$ cat src/rtl/pipeline_stall_controller.sv
// pipeline_stall_controller: drives the 5-stage pipeline write-enables from hazard, branch and debug requests.
// Optional macro STALL_COUNTER_EN adds a saturating stall-cycle counter on o_stall_count.
`default_nettype none

module pipeline_stall_controller #(
   parameter int NB_CNT       = 32,
   parameter int DRAIN_CYCLES = 4
) (
   input  logic              i_clk,
   input  logic              i_rst_n,
   input  logic              i_stall,
   input  logic              i_branch_taken,
   input  logic              i_halt_instr,
   input  logic              i_dbg_halt_req,
   input  logic              i_dbg_run,
   input  logic              i_dbg_step,
   output logic              o_pc_we,
   output logic              o_if_id_we,
   output logic              o_if_id_flush,
   output logic              o_id_ex_bubble,
   output logic              o_pipe_we,
   output logic              o_halted,
   output logic              o_step_done,
   output logic [NB_CNT-1:0] o_stall_count
);

   localparam int CW = (DRAIN_CYCLES > 1) ? $clog2(DRAIN_CYCLES) : 1;
   localparam logic [CW-1:0] DRAIN_LOAD = CW'(DRAIN_CYCLES - 1);

   typedef enum logic [1:0] {
      ST_RUN    = 2'd0,
      ST_DRAIN  = 2'd1,
      ST_HALTED = 2'd2,
      ST_STEP   = 2'd3
   } state_t;

   state_t        state_q, state_d;
   logic [CW-1:0] drain_q, drain_d;
   logic          step_done_q, step_done_d;

   always_ff @(posedge i_clk or negedge i_rst_n) begin
      if (!i_rst_n) begin
         state_q     <= ST_HALTED;
         drain_q     <= '0;
         step_done_q <= 1'b0;
      end else begin
         state_q     <= state_d;
         drain_q     <= drain_d;
         step_done_q <= step_done_d;
      end
   end

   always_comb begin
      state_d        = state_q;
      drain_d        = drain_q;
      step_done_d    = 1'b0;
      o_pc_we        = 1'b0;
      o_if_id_we     = 1'b0;
      o_if_id_flush  = 1'b0;
      o_id_ex_bubble = 1'b0;
      o_pipe_we      = 1'b0;
      case (state_q)
         ST_RUN, ST_STEP: begin
            // A taken branch must still advance the PC and load the NOP into IF/ID, even under a stall.
            o_pipe_we      = 1'b1;
            o_pc_we        = ~i_stall | i_branch_taken;
            o_if_id_we     = ~i_stall | i_branch_taken;
            o_if_id_flush  = i_branch_taken;
            o_id_ex_bubble = i_stall;
            if (state_q == ST_STEP) begin
               state_d     = ST_HALTED;
               step_done_d = 1'b1;
            end else if (i_halt_instr || i_dbg_halt_req) begin
               state_d = ST_DRAIN;
               drain_d = DRAIN_LOAD;
            end
         end
         ST_DRAIN: begin
            o_pipe_we     = 1'b1;
            o_if_id_we    = 1'b1;
            o_if_id_flush = 1'b1;
            if (drain_q == '0) begin
               state_d = ST_HALTED;
            end else begin
               drain_d = drain_q - CW'(1);
            end
         end
         default: begin
            if (i_dbg_run) begin
               state_d = ST_RUN;
            end else if (i_dbg_step) begin
               state_d = ST_STEP;
            end
         end
      endcase
   end

   assign o_halted    = (state_q == ST_HALTED);
   assign o_step_done = step_done_q;

`ifdef STALL_COUNTER_EN
   logic [NB_CNT-1:0] cnt_q;
   logic              w_inc;

   assign w_inc = i_stall && ((state_q == ST_RUN) || (state_q == ST_STEP)) && !(&cnt_q);

   always_ff @(posedge i_clk or negedge i_rst_n) begin
      if (!i_rst_n) begin
         cnt_q <= '0;
      end else if (w_inc) begin
         cnt_q <= cnt_q + NB_CNT'(1);
      end
   end

   assign o_stall_count = cnt_q;
`else
   assign o_stall_count = '0;
`endif

endmodule

`default_nettype wire

$ cat config.mk
export PLATFORM = sky130hd
export DESIGN_NAME = pipeline_stall_controller
export DESIGN_NICKNAME = d
export VERILOG_FILES = /design/src/rtl/pipeline_stall_controller.sv
export SDC_FILE = /design/constraint.sdc
export NUM_CORES = 1
export LEC_CHECK = 0
export CORE_UTILIZATION = 37
export CTS_CLUSTER_DIAMETER = 150
export DETAILED_ROUTE_END_ITERATION = 8
export PLACE_DENSITY = 0.87
export SYNTH_ARGS = -nofsm -noshare
export SYNTH_HDL_FRONTEND = slang
export SYNTH_SLANG_ARGS = --single-unit
$ cat constraint.sdc
create_clock -name i_clk -period 4.9 [get_ports i_clk]
set_input_delay 0.98 -clock i_clk [delete_from_list [all_inputs] [get_ports i_clk]]
set_output_delay 0.98 -clock i_clk [all_outputs]
set_load 0.02 [all_outputs]
==> flow_summary.toml <==
[drt]
avgRoutedWirePerCell_um = 9.37
ant_nets = 0
vias = 478
drcViolationCount = 0
drt-vias-per-instance = 4.09
routed_wirelength_mm = 1.10
drt_iter0_markers = 14
firstDrtPassIters = 4

[floorplanning]
die_area_sq_um = 1970
fp.dieH_um = 44.3
core_area_sq_um = 1590
initial_utilization_pct = 41.6
rows = 14
io_pins = 47
die_x_um = 44.3

[hold_path]
hold_path_class = "reg -> reg"
holdPathStages = 1

[sta]
skew_ns = 0.00185
finalSetupTns_ns = 0
finalCriticalPeriod_ns = 3.41
slew_viol_final = 0
fmax_ghz = 0.293
rsz0062_at_grt = "false"
setup_viol = 0
hold_viol = 0
period_share_pct = 69.6

[yosys]
netlist_area_sq_um = 663
synth_top_area_share_pct = 36.2
yosysWarnings = 0
synth.ff_latch_count = 5
ys_types = 23
synthCells = 76
syn_avg_cell_area_sq_um = 8.73
ys_seq_area_share_pct = 19.1
yosys-top-cells-area = "buf_4, dfrtp_1, ha_1"
synth.largest_area_cell = "buf_4"

[clock_network]
cts.sinks = 5
root_buffer = "clkbuf_4"
cts_buffers = 3
htree_levels = 1
cts_resized = 0
cts_setup_buffers = 0
clk_latency_ns = 0.24
cts_tree = "built"
clkTransAtPathRegs_ns = 0.04
ctsHoldBuffers = 0
cts_max_path_buffers = 2

[worst_setup_path]
critPathMaxFanout = 2
setup.worst_path.class = "in -> out"
ff2ff_path_depth = 5
start_kind = "input pin"
crit_chain = "clkdlybuf4s50_1, inv_1, a21oi_1, o21ba_2, clkdlybuf4s50_1"
slowest_delay_ns = 0.59
cp-end-kind = "output port"
crit_family = "buffers and inverters"
critical_path_required_ns = 3.92
arrival_ns = 2.43
worstSetupPathDepth = 5
slowest_stage = "clkdlybuf4s50_1"
critPathMostFrequentCell = "clkdlybuf4s50_1"
crit_buf_inv = 3

[job]
maxCapViolCount = 0

[power]
finalPower_mw = 0.488
ir_drop_mv = 0.454
pwr_density_cell_nw_per_um2 = 663
cellLeakagePower_nw = 0.374

[final_layout]
area_delta_synth_final_pct = 10.9
antenna_cells = 0
fill_cells = 158
nets = 108
drive_above_1_share_pct = 11.8

[global_routing]
grt_pass1_vias = 394
grt_usage_pct = 12.4
grt-ovfl-total = 0
grt_pass1_wl_mm = 1.77
grt_max_degree = 9
grt_antenna_before_repair = 0

[place]
place_congestion = 0.784
io_buffers = 14
dp.final_hpwl_um = 888

[status]
outcome = "finished, final reports clean"
## final timing paths
check	from	endpoint	slack [ns]
max in group asynchronous	i_rst_n	state_q[1]$_DFFE_PN1P_	3.69
worst max register to register	state_q[1]$_DFFE_PN1P_	state_q[1]$_DFFE_PN1P_	2.96
worst min-delay path	drain_q[1]$_DFFE_PN0P_	drain_q[1]$_DFFE_PN0P_	0.59
min in group asynchronous	i_rst_n	drain_q[1]$_DFFE_PN0P_	0.96
worst min register to register	drain_q[1]$_DFFE_PN0P_	drain_q[1]$_DFFE_PN0P_	0.59
worst max-delay path	i_branch_taken	o_if_id_we	1.49
## layout make-up
class / instances / area, sq um / share of cell area (%)
Sequential cell: 5 / 126 / 17.2
Multi-Input combinational cell: 62 / 383 / 52.0
Inverter: 8 / 30.0 / 4.08
Timing Repair Buffer: 14 / 140 / 19.0
Tap cell: 24 / 30.0 / 4.08
Clock buffer: 4 / 26.3 / 3.57
## sequential cells by signal, summed over array words and instances, names as in the netlist
name         flops
drain_q          2
o_step_done      1
state_q          2
## kinds of logic (layout without fill, tap and decap cells)
kind of cell	count (synthesis)	after routing	synth area share (%)
flops	5	5	19.1
simple gates	15	15	16.6
compound gates	9	9	11.7
buf+inv	40	26	40.8
fa+ha+maj	6	6	11.3
other cells	1	32	0.565
## cells in the mapped netlist
library cell / count
nor2_1: 1
dfrtp_1: 4
inv_1: 8
nand2_1: 1
or2_1: 1
or2_2: 1
o221a_2: 2
ha_1: 6
nor3_1: 2
nand3_1: 2
nor2b_1: 1
o21ba_2: 1
a221oi_1: 2
a21oi_1: 2
nor4_4: 1
nor4_1: 2
nand3b_1: 1
nor2b_4: 1
buf_4: 32
o32ai_1: 2
dfstp_2: 1
conb_1: 1
and2b_2: 1
## cells in the final DEF, fill, tap and decap left out
cell,netlist,final
clkbuf_1,0,1
clkbuf_4,0,3
nand3b_1,1,1
or2_2,1,1
dfstp_2,1,1
a221oi_1,2,2
nand3_1,2,2
dfrtp_1,4,4
inv_1,8,8
clkdlybuf4s50_1,0,14
o32ai_1,2,2
nor4_1,2,2
ha_1,6,6
nor4_4,1,1
nor2b_1,1,1
and2b_2,1,1
nor3_1,2,2
nand2_1,1,1
o21ba_2,1,1
nor2_1,1,1
conb_1,1,32
a21oi_1,2,2
or2_1,1,1
nor2b_4,1,1
o221a_2,2,2
## through the flow
step | instance area, sq um | instances | worst slack [ns] | util (%) | hold slack (ns)
detailed placement | 709 | 113 | 1.48 | 44.5 | 0.575
floorplan | 779 | 107 | 2.28 | - | 0.532
global route | 736 | 117 | 1.40 | 46.2 | 0.616
global placement | 709 | 113 | 1.56 | 44.5 | 0.555
finish | 736 | 117 | 1.49 | 46.2 | 0.589
CTS | 736 | 117 | 1.47 | 46.2 | 0.593
## routing by layer
layer	vias to the layer above	GRT usage, %	wire (um)
li1	224	-	-
met1	215	13.8	451
met2	39	22.4	543
met3	0	2.86	101
met4	0	5.45	0
met5	-	0	0
## where the power goes
part / internal, mW / switching, mW
clock: 0.0307 / 0.0158
combinational: 0.163 / 0.196
sequential: 0.0641 / 0.0174
total: 0.258 / 0.229
Power figures use the tool's default switching activity.
